### src/rtl/reset_seq_pkg.sv
// ============================================================================
//  Module   : reset_seq_pkg
//  Brief    : Shared state encoding and counter sizing for reset_sequencer.
//  Revision : 1.0  initial release
// ============================================================================
`default_nettype none

package reset_seq_pkg;

    typedef enum logic [1:0] {
        WAIT_SYNC = 2'd0,
        HOLD      = 2'd1,
        RELEASE   = 2'd2,
        DONE      = 2'd3
    } seq_state_t;

    // Wide enough to hold the largest terminal count itself, so 2**n is reachable.
    function automatic int cnt_width(input int hold, input int gap);
        int m;
        m = (hold > gap) ? hold : gap;
        return (m < 1) ? 1 : $clog2(m + 1);
    endfunction

endpackage

`default_nettype wire

### src/rtl/reset_sync.sv
// ============================================================================
//  Module   : reset_sync
//  Brief    : Async-assert / sync-deassert chain producing an active-high run.
//  Revision : 1.0  initial release
// ============================================================================
`default_nettype none

module reset_sync #(
    parameter int SYNC_STAGES = 2
) (
    input  logic clk,
    input  logic reset_n,
    output logic run
);

    logic [SYNC_STAGES-1:0] r_chain;

    always_ff @(posedge clk or negedge reset_n) begin
        if (!reset_n) begin
            r_chain <= '0;
        end else begin
            r_chain <= {r_chain[SYNC_STAGES-2:0], 1'b1};
        end
    end

    assign run = r_chain[SYNC_STAGES-1];

endmodule

`default_nettype wire

### src/rtl/reset_sequencer.sv
// ============================================================================
//  Module   : reset_sequencer
//  Brief    : Holds NUM_STAGES reset domains, then releases them in order.
//             Optional soft restart input enabled by RESET_SEQ_SOFT_REQ_EN.
//  Revision : 1.0  initial release
// ============================================================================
`default_nettype none

module reset_sequencer
    import reset_seq_pkg::*;
#(
    parameter int NUM_STAGES  = 3,
    parameter int HOLD_CYCLES = 15,
    parameter int STAGE_GAP   = 4,
    parameter int SYNC_STAGES = 2
) (
    input  logic                  clk,
    input  logic                  reset_n,
`ifdef RESET_SEQ_SOFT_REQ_EN
    input  logic                  soft_req,
`endif
    output logic [NUM_STAGES-1:0] stage_reset,
    output logic                  done
);

    localparam int c_cnt_w = cnt_width(HOLD_CYCLES, STAGE_GAP);
    localparam int c_idx_w = (NUM_STAGES > 1) ? $clog2(NUM_STAGES) : 1;
    localparam logic [NUM_STAGES-1:0] c_one = NUM_STAGES'(1);

    if (NUM_STAGES < 1) begin : g_bad_num_stages
        $error("reset_sequencer: NUM_STAGES must be >= 1");
    end
    if (STAGE_GAP < 1) begin : g_bad_stage_gap
        $error("reset_sequencer: STAGE_GAP must be >= 1");
    end
    if (SYNC_STAGES < 2) begin : g_bad_sync_stages
        $error("reset_sequencer: SYNC_STAGES must be >= 2");
    end

    logic                  w_run;
    seq_state_t            r_state, w_state;
    logic [c_cnt_w-1:0]    r_cnt,   w_cnt;
    logic [c_idx_w-1:0]    r_idx,   w_idx;
    logic [NUM_STAGES-1:0] r_stage, w_stage;
    logic                  r_done,  w_done;

    reset_sync #(.SYNC_STAGES(SYNC_STAGES)) u_reset_sync (
        .clk     (clk),
        .reset_n (reset_n),
        .run     (w_run)
    );

    always_ff @(posedge clk or negedge reset_n) begin
        if (!reset_n) begin
            r_state <= WAIT_SYNC;
            r_cnt   <= '0;
            r_idx   <= '0;
            r_stage <= '1;
            r_done  <= 1'b0;
        end else begin
            r_state <= w_state;
            r_cnt   <= w_cnt;
            r_idx   <= w_idx;
            r_stage <= w_stage;
            r_done  <= w_done;
        end
    end

    always_comb begin
        w_state = r_state;
        w_cnt   = r_cnt;
        w_idx   = r_idx;
        w_stage = r_stage;
        w_done  = r_done;

        case (r_state)
            WAIT_SYNC: begin
                w_stage = '1;
                w_done  = 1'b0;
                if (w_run) begin
                    w_state = HOLD;
                    w_cnt   = '0;
                end
            end
            HOLD: begin
                if (r_cnt == c_cnt_w'(HOLD_CYCLES)) begin
                    w_stage = r_stage & ~c_one;
                    w_cnt   = '0;
                    if (NUM_STAGES == 1) begin
                        w_state = DONE;
                        w_done  = 1'b1;
                    end else begin
                        w_state = RELEASE;
                        w_idx   = c_idx_w'(1);
                    end
                end else begin
                    w_cnt = r_cnt + c_cnt_w'(1);
                end
            end
            RELEASE: begin
                if (r_cnt == c_cnt_w'(STAGE_GAP - 1)) begin
                    w_stage = r_stage & ~(c_one << r_idx);
                    w_cnt   = '0;
                    if (r_idx == c_idx_w'(NUM_STAGES - 1)) begin
                        w_state = DONE;
                        w_done  = 1'b1;
                    end else begin
                        w_idx = r_idx + c_idx_w'(1);
                    end
                end else begin
                    w_cnt = r_cnt + c_cnt_w'(1);
                end
            end
            DONE: begin
                w_stage = '0;
                w_done  = 1'b1;
            end
            default: begin
                w_state = WAIT_SYNC;
                w_cnt   = '0;
                w_idx   = '0;
                w_stage = '1;
                w_done  = 1'b0;
            end
        endcase

`ifdef RESET_SEQ_SOFT_REQ_EN
        // A soft request overrides whatever the state did this cycle and restarts HOLD.
        if (soft_req && (r_state != WAIT_SYNC)) begin
            w_state = HOLD;
            w_cnt   = '0;
            w_idx   = '0;
            w_stage = '1;
            w_done  = 1'b0;
        end
`endif
    end

    assign stage_reset = r_stage;
    assign done        = r_done;

endmodule

`default_nettype wire

### config.mk
export PLATFORM = sky130hd
export DESIGN_NAME = reset_sequencer
export DESIGN_NICKNAME = d
export VERILOG_FILES = /design/src/rtl/reset_seq_pkg.sv /design/src/rtl/reset_sync.sv /design/src/rtl/reset_sequencer.sv
export SDC_FILE = /design/constraint.sdc
export NUM_CORES = 1
export LEC_CHECK = 0
export CORE_MARGIN = 2
export CORE_UTILIZATION = 55
export DETAILED_ROUTE_END_ITERATION = 7
export GPL_TIMING_DRIVEN = 0
export PLACE_DENSITY = 0.72
export REMOVE_ABC_BUFFERS = 1
export SETUP_SLACK_MARGIN = 0.1
export SLEW_MARGIN = 20
export SYNTH_ARGS = -nofsm -noshare
export SYNTH_HDL_FRONTEND = slang
export SYNTH_SLANG_ARGS = --single-unit
export TNS_END_PERCENT = 1
### constraint.sdc
create_clock -name clk -period 2.8 [get_ports clk]
set_clock_uncertainty 0.15 [all_clocks]
set_input_delay 0.7 -clock clk [delete_from_list [all_inputs] [get_ports clk]]
set_output_delay 0.7 -clock clk [all_outputs]
set_load 0.005 [all_outputs]
==> impl_metrics.yaml <==
power_and_ir_drop:
  switching_share_pct: 38.1
  pwr-share-seq_pct: 33.5
  ir_worst_vdd_v: 0.000561
  fin_total_pwr_uw: 921
  p_leak_uw: 0.000421
  clkPwrFrac_pct: 15.8
  power_density_nw_per_um2: 1020
  p_int_uw: 570
  pwr-share-comb_pct: 50.7
  switching_power_uw: 351
detailed_routing:
  wl_per_cell_um: 15.1
  totalWireLength_mm: 1.42
  drc: 0
  vias: 549
  route.met3.wl_um: 40
  drtAntennaViolNets: 0
  via_per_inst: 5.84
  top_layer_used: "met4"
  m1WireLength_um: 673
  drt_iter0_drc: 11
  drtPass1Iterations: 4
  met2WireLength_um: 658
finish:
  fill_cells: 97
  area_delta_synth_final_pct: 12.7
  n_antenna_cell: 0
  stdcell_area_um2: 902
  fin_nets: 92
  drive_gt1_share_pct: 19.0
floorplanning:
  io_pins: 6
  die_h_um: 42.2
  std_cell_rows: 13
  start_util_pct: 60.0
  dieArea_um2: 1780
  die_x_um: 42.2
  core_um2: 1330
global_route:
  grt_overflow: 0
  grt_pass1_wl_mm: 2.56
  antenna_found_initial: 0
  grt_max_degree: 15
  track_usage_pct: 19.7
  grt_pass1_vias: 558
yosys:
  synth_edf_count: 0
  syn-mean-instance-area_um2: 11.3
  ys_seq_elements: 14
  synth_area_leaders: "dfrtp_1 (34%), ha_1 (16%), dfstp_2 (9.8%), a22o_1 (4.4%), o21ai_0 (3.1%)"
  synthArstFlopShare_pct: 100
  yosysTopAreaCellShare_pct: 34.4
  synth_largest_area_cell: "dfrtp_1"
  synth_cells: 71
  synthFlopType: "dfrtp_1"
  synthTopCellsByCount: "dfrtp_1 (11), ha_1 (10), inv_1 (5), o21ai_0 (5), a22o_1 (4)"
  synth_most_common_cell: "dfrtp_1"
  ys_warn_count: 0
  yosysUniqueCellTypes: 33
  syn_area_um2: 801
  seq_area_frac_synth_pct: 44.2
clocking:
  post_cts_buffers: 0
  insertion_delay_ns: 0.29
  cts_hold_buf: 0
  clk_pin_slew_ns: 0.07
  cts_buffers: 3
  clock_path_buffers: 2
  cts_max_level: 1
  cts_tree: "done"
  cts_root_buf: "clkbuf_4"
  cts.sinks: 14
  cts_resized: 0
critical_path:
  cp_data_arrival_time_ns: 2.29
  critPathLaunch: "r_state[1]"
  cp_top_family: "simple AND/OR/NAND/NOR gates"
  setup.worst_path.class: "reg2reg"
  worst-path-max-fanout: 6
  crit_slowest_cell: "or4b_4"
  endpoint_kind: "register"
  max_stage_delay_ns: 0.60
  cp_num_buf_inv: 1
  path_cells: "inv_1 > ha_1 > or4b_4 > o211ai_2 > nand3b_4 > mux2_4"
  required_ns: 2.82
  regToRegStartpoint: "r_state[1]"
  cp-start-kind: "register"
flow_run:
  drv_cap: 0
place:
  gp_congestion: 0.792
  portBuffers: 5
  hpwlAfterDp_um: 987
  postPlaceCellArea_um2: 866
timing:
  hold_viol_final: 0
  timing.fmax_ghz: 0.440
  timing.setup.tns_ns: 0
  whs_ns: 0.208
  worstMarginPinSlew_ns: 0.596
  fin_crit_ns: 2.27
  period_share_pct: 81.2
  slew_headroom_pct: 60.1
  rsz0062_at_grt: "no"
  finalSetupViolCount: 0
  slew_viol_final: 0
run_status:
  outcome: "complete, no violations"
hold_path:
  hold_class: "reg2reg"
  hp-start: "u_reset_sync.r_chain[0]"
path summary, 6_finish.rpt:
check / slack (ns) / endpoint / cells past startpoint
max in group asynchronous: 1.47 / u_reset_sync.r_chain[1] / 1
worst max-delay path: 0.53 / r_state[1] / 6
worst min-delay path: 0.21 / u_reset_sync.r_chain[1] / 0
worst max register to register: 0.53 / r_state[1] / 6
min in group asynchronous: 0.63 / r_idx[1] / 1
worst min register to register: 0.21 / u_reset_sync.r_chain[1] / 0
sequential cells by signal, summed over array words and instances, names as in the netlist:
name and flops:
r_idx 2, u_reset_sync.r_chain 2, stage_reset 3, r_cnt 4, done 1, r_state 2
kinds of logic (layout without fill, tap and decap cells):
| logic type | Yosys count | in the layout | share of synthesized area (%) |
|---|---|---|---|
| adders and majority gates | 10 | 10 | 15.6 |
| other | 1 | 1 | 0.468 |
| AOI/OAI and AO/OA | 20 | 20 | 17.8 |
| buffers and inverters | 6 | 14 | 2.81 |
| DFF | 14 | 14 | 44.2 |
| and+or+nand+nor | 18 | 18 | 15.9 |
| muxes | 2 | 2 | 3.12 |
layout by cell type, fill, tap and decap left out, drive strengths merged:
cell type / Yosys / routed
o211ai: 2 / 2
nor3: 1 / 1
mux2: 1 / 1
clkbuf: 1 / 4
or3: 1 / 1
nor2: 2 / 2
nand2: 3 / 3
ha: 10 / 10
nor4b: 1 / 1
nand2b: 2 / 2
dfrtp: 11 / 11
or2: 1 / 1
and3: 1 / 1
mux2i: 1 / 1
a21oi: 3 / 3
or4b: 2 / 2
nand3: 1 / 1
nand3b: 1 / 1
a22o: 5 / 5
a21o: 1 / 1
conb: 1 / 1
nor2b: 1 / 1
nand4b: 1 / 1
o21ai: 7 / 7
clkdlybuf4s50: 0 / 5
a32o: 1 / 1
a31oi: 1 / 1
inv: 5 / 5
dfstp: 3 / 3
power by group through the flow:
stage	Combinational, uW	Sequential (uW)	Clock (uW)
final	467	308	146
after global routing	517	315	158
after CTS	464	309	151
after detailed placement	457	313	0
after global placement	458	309	0
after floorplan	343	305	0
per-layer routing:
metal  GRT usage [%]  vias to the layer above
met1            24.7                      259
met2            31.6                       12
li1                -                      273
met3            2.59                        5
met4            13.1                        0
met5               0                        -
layout make-up:
cell class              count  area (um2)  share of cell area [%]
clock buffers               4        36.3                    4.02
inverters                   5        18.8                    2.08
flip-flops and latches     14         354                    39.3
well taps                  15        18.8                    2.08
multi-input cells          51         424                    47.0
repair buffers              5        50.0                    5.55
per-stage QoR:
stage / utilization, % / worst slack (ns) / std cells
floorplan: - / 0.713 / 70
CTS: 67.6 / 0.543 / 94
global placement: 64.9 / 0.574 / 90
finish: 67.6 / 0.528 / 94
global route: 67.6 / 0.464 / 94
detailed placement: 64.9 / 0.560 / 90
Power figures use the tool's default switching activity.
==> RTL edit 1, RTL diff (same settings) <==
Build with the macro `RESET_SEQ_SOFT_REQ_EN` defined.
--- a/src/rtl/reset_sequencer.sv
+++ b/src/rtl/reset_sequencer.sv
@@ -7,2 +7,4 @@
 `default_nettype none
+
+`define RESET_SEQ_SOFT_REQ_EN
 
Interface: changed (added soft_req); port bits go from 6 to 7. No check against the original RTL was run, so the function may have changed too.
==> RTL edit 1 against the original RTL <==
- area after synthesis up 18%
- sequential share of layout area shrank 5.4 points
- wire length rose by 15%
- sequential cell count stayed put
- fmax shrank 0.58%
- synthesized cell count grew 17%
- non-clock buffer count rose by 1
- count of clock-buffer cells in the layout unchanged
- total power up 14%
- core utilization decreased by 0.46 points
- worst setup slack lost 0.013 ns
- design area grew 16%
==> RTL edit 1: results (changes against the original RTL) <==
metric;value;unit;change
largest_register_ffs;4;;unchanged
ys_seq_area_frac;0.375;;was 0.442
clk_latency;0.28;ns;
p_leak;0.000475;uW;was 0.000421 uW
whs;0.211;ns;was 0.208 ns
antenna_cells;0;;unchanged
drive_above_1_share;0.187;;was 0.190
worstMarginPinSlew;0.604;ns;was 0.596 ns
r2r_end;r_cnt[3];;was r_state[1]
ys_warn_count;0;;unchanged
drt_iter0_drc;18;;was 11
hold_start;u_reset_sync.r_chain[0];;unchanged
portBuffers;6;;was 5
drtPass1Iterations;7;;was 4
vdd.ir_drop.worst;0.000552;V;was 0.000561 V
place_ws;0.221;ns;was 0.560 ns
wl_per_cell;15.2;um;was 15.1 um
postSynthCellCount;83;;was 71
holdPathStages;0;;unchanged
yosysUniqueCellTypes;35;;was 33
slowest_delay;0.48;ns;was 0.60 ns
ctsHtreeMaxLevel;1;;unchanged
largest-register;r_cnt;;unchanged
clk_pin_slew;0.09;ns;was 0.07 ns
post-cts-setup-buffer-count;0;;unchanged
grt_usage;0.195;;was 0.197
path_max_fanout;9;;was 6
grt_antenna_before_repair;0;;unchanged
cts-root-buf;clkbuf_4;;unchanged
grt_max_degree;15;;unchanged
r2r-start;r_state[0];;was r_state[1]
place_congestion;0.815;;was 0.792
vias_per_cell;6.15;;was 5.84
dpl_cell_area;1010;um2;was 866 um2
dp_hpwl;1220;um;was 987 um
ys.flop_type;dfrtp_1;;unchanged
async_flop_share;1.00;;unchanged
synth_commonest_cells;11 x dfrtp_1, 10 x ha_1, 7 x nand2_1, 6 x nand3_1;;was 11 x dfrtp_1, 10 x ha_1, 5 x inv_1, 5 x o21ai_0, 4 x a22o_1
dpl.cell_count;103;;was 90
crit_arrival;2.36;ns;was 2.29 ns
p_switching;417;uW;was 351 uW
hold_path.class;flip-flop to flip-flop;;unchanged
cp-startpoint;soft_req;;was r_state[1]
nets;105;;was 92
hold_end;u_reset_sync.r_chain[1];;unchanged
cpMaxStageDelayCell;a2111oi_0;;was or4b_4
grt_pass1_wl;2890;um;was 2560 um
vias;658;;was 549
netlist_top_cells_area;dfrtp_1 29%, ha_1 13%, dfstp_2 8.4%;;was dfrtp_1 34%, ha_1 16%, dfstp_2 9.8%
ctsResizeCount;0;;unchanged
run_status;completed;;unchanged
reg2reg_slack;0.54;ns;
final_common_cell;dfrtp_1;;unchanged
## RTL edit 1: cell count changes after synthesis, moves of 2 or more
cell	delta
mux2i_1	+3
nand3_4	+2
a211oi_1	+3
nand2_1	+4
a211o_1	+2
nand3b_1	+2
o21ai_0	-3
a22o_1	-4
nand3_1	+5
## RTL edit 1: cells by family (layout without fill, tap and decap cells)
kind of cell,Yosys count,count (layout),share of synthesized area
simple gates,28,28,0.211
compound gates,17,17,0.162
other cells,1,1,0.00397
mux,7,7,0.0862
flops,14,14,0.375
fa+ha+maj,10,10,0.133
buf+inv,6,14,0.0292
## RTL edit 1: routing by layer
metal / wire [um] / part of all wire / vias to the layer above / global-route usage
met5: 0 / 0 / - / 0
met4: 10 / 0.0062 / 0 / 0.0882
met3: 54 / 0.033 / 2 / 0.0238
met2: 793 / 0.49 / 16 / 0.307
met1: 765 / 0.47 / 320 / 0.264
li1: - / - / 320 / -
## RTL edit 1: layout make-up
cell class                 count  area [um2]
multi-input combinational     63         562
fill                         127         512
tap                           16        20.0
sequential                    14         354
inverter                       4        15.0
timing repair buffer           6        60.1
clock buffer                   4        36.3
## RTL edit 1: critical path: cells and delay by family
family	cells	cell delay, ns
compound gates	2	0.64
buf+inv	1	0.45
simple gates	2	0.58
## RTL edit 1: worst max path at each step
stage | endpoint | slack (ns) | cells after the start
after floorplan | r_cnt[3] | 0.82 | 6
after global placement | r_cnt[3] | 0.23 | 5
after detailed placement | r_cnt[3] | 0.22 | 5
after CTS | r_cnt[3] | 0.51 | 5
after global routing | r_cnt[3] | 0.23 | 6
final | r_cnt[3] | 0.51 | 5
## RTL edit 1: power by group through the flow
stage               Combinational, uW  Clock, uW  Sequential, uW
global placement                  572          0             332
finish                            577        148             328
floorplan                         442          0             325
detailed placement                581          0             334
global route                      647        156             338
CTS                               586        151             330
==> RTL edit 2, RTL diff (same flow settings) <==
Made on the original files. Register the output `done` once more, cleared by the reset; this adds one clock of latency there. The other outputs are not delayed to match.
--- a/src/rtl/reset_sequencer.sv
+++ b/src/rtl/reset_sequencer.sv
@@ -139,3 +139,9 @@
     assign stage_reset = r_stage;
-    assign done        = r_done;
+    always_ff @(posedge clk or negedge reset_n) begin
+        if (!reset_n) begin
+            done <= '0;
+        end else begin
+            done <= r_done;
+        end
+    end
 
Formal check against the unedited RTL: same outputs for any inputs over 10 cycles, from zero or initial values and one cycle with reset_n low; that may be too few to reach the edited logic, so the function may still have changed.
==> RTL edit 2 against the original RTL <==
- sequential power up 7.5%
- worst setup slack gained 0.11 ns
- wire length rose by 0.28%
- total power increased by 2.7%
- design area up 7.6%
- sequential cell count grew 1
- area after synthesis increased by 10%
==> RTL edit 2: results (changes against the original RTL) <==
metric;value;unit;change
run_status;completed;;unchanged
cp_top_family;flip-flops;;was simple AND/OR/NAND/NOR gates
ys_seq_area_frac;0.429;;was 0.442
vdd.ir_drop.worst;0.000693;V;was 0.000561 V
p_leak;0.000451;uW;was 0.000421 uW
yosys.area_share.adder;0.141;;was 0.156
largest-register;r_cnt;;unchanged
drive_above_1_share;0.186;;was 0.190
nets;99;;was 92
cpMaxStageDelayCell;dfstp_2;;was or4b_4
fill_cells;120;;was 97
grt_pass1_vias;599;;was 558
dpl_cell_area;943;um2;was 866 um2
clk_pin_slew;0.09;ns;was 0.07 ns
synth_commonest_cells;12 x dfrtp_1, 10 x ha_1, 7 x o21ai_0, 6 x inv_1, 6 x nor2_1;;was 11 x dfrtp_1, 10 x ha_1, 5 x inv_1, 5 x o21ai_0, 4 x a22o_1
slowest_delay;0.54;ns;was 0.60 ns
slew_headroom;0.570;;was 0.601
dp_hpwl;1060;um;was 987 um
synth_xor_xnor_area_share;0;;unchanged
drt_iter0_drc;13;;was 11
crit_arrival;1.31;ns;was 2.29 ns
muxShareOfSynthArea;0.0410;;was 0.0313
yosysUniqueCellTypes;31;;was 33
grt_usage;0.184;;was 0.197
grt_max_degree;16;;was 15
grt_pass1_wl;2550;um;was 2560 um
wl_per_cell;13.9;um;was 15.1 um
place_congestion;0.757;;was 0.792
vias_per_cell;6.01;;was 5.84
[RTL edit 2: final cells by class]
| cell class | count | area share |
|---|---|---|
| Tap cell | 16 | 0.0206 |
| Inverter | 6 | 0.0232 |
| Multi-Input combinational cell | 56 | 0.486 |
| Sequential cell | 15 | 0.390 |
| Clock inverter | 1 | 0.00515 |
| Timing Repair Buffer | 5 | 0.0515 |
| Clock buffer | 3 | 0.0232 |
[RTL edit 2: final timing paths]
| check | endpoint | slack, ns | depth (start not counted) | startpoint |
|---|---|---|---|---|
| setup reg to reg | r_cnt[3] | 0.66 | 6 | r_state[1] |
| setup / recovery | stage_reset[0] | 0.64 | 1 | stage_reset[0] |
| max in group asynchronous | r_idx[1] | 1.44 | 1 | reset_n |
| hold reg to reg | u_reset_sync.r_chain[1] | 0.21 | 0 | u_reset_sync.r_chain[0] |
| hold / removal | u_reset_sync.r_chain[1] | 0.21 | 0 | u_reset_sync.r_chain[0] |
| min in group asynchronous | done | 0.65 | 1 | reset_n |
[RTL edit 2: power breakdown]
group / internal (uW) / switching [uW] / leakage (uW)
Combinational: 240 / 248 / 0.000250
Sequential: 288 / 43.6 / 0.000183
Clock: 53.0 / 72.5 / 0.0000177
Total: 581 / 364 / 0.000451
[RTL edit 2: cell families after synthesis]
| group | count (synthesis) |
|---|---|
| other | 1 |
| AND/OR/NAND/NOR | 20 |
| buffers and inverters | 7 |
| adder cells (fa/ha/maj) | 10 |
| flip-flops | 15 |
| multiplexers | 3 |
| AO/OA/AOI/OAI | 22 |
[RTL edit 2: layer usage]
metal  GRT usage  routed length [um]
met1       0.224                 645
met2       0.300                 651
met3      0.0367                  82
met4       0.109                  40
met5           0                   0
[RTL edit 2: metrics by stage]
step                      power, uW  cells  setup slack (ns)   util
final                           945    102             0.638  0.645
after global routing           1030    102             0.547  0.645
after CTS                       956    102             0.624  0.645
after detailed placement        827     98             0.684  0.626
after global placement          814     98             0.718  0.626
after floorplan                 700     77             0.827      -
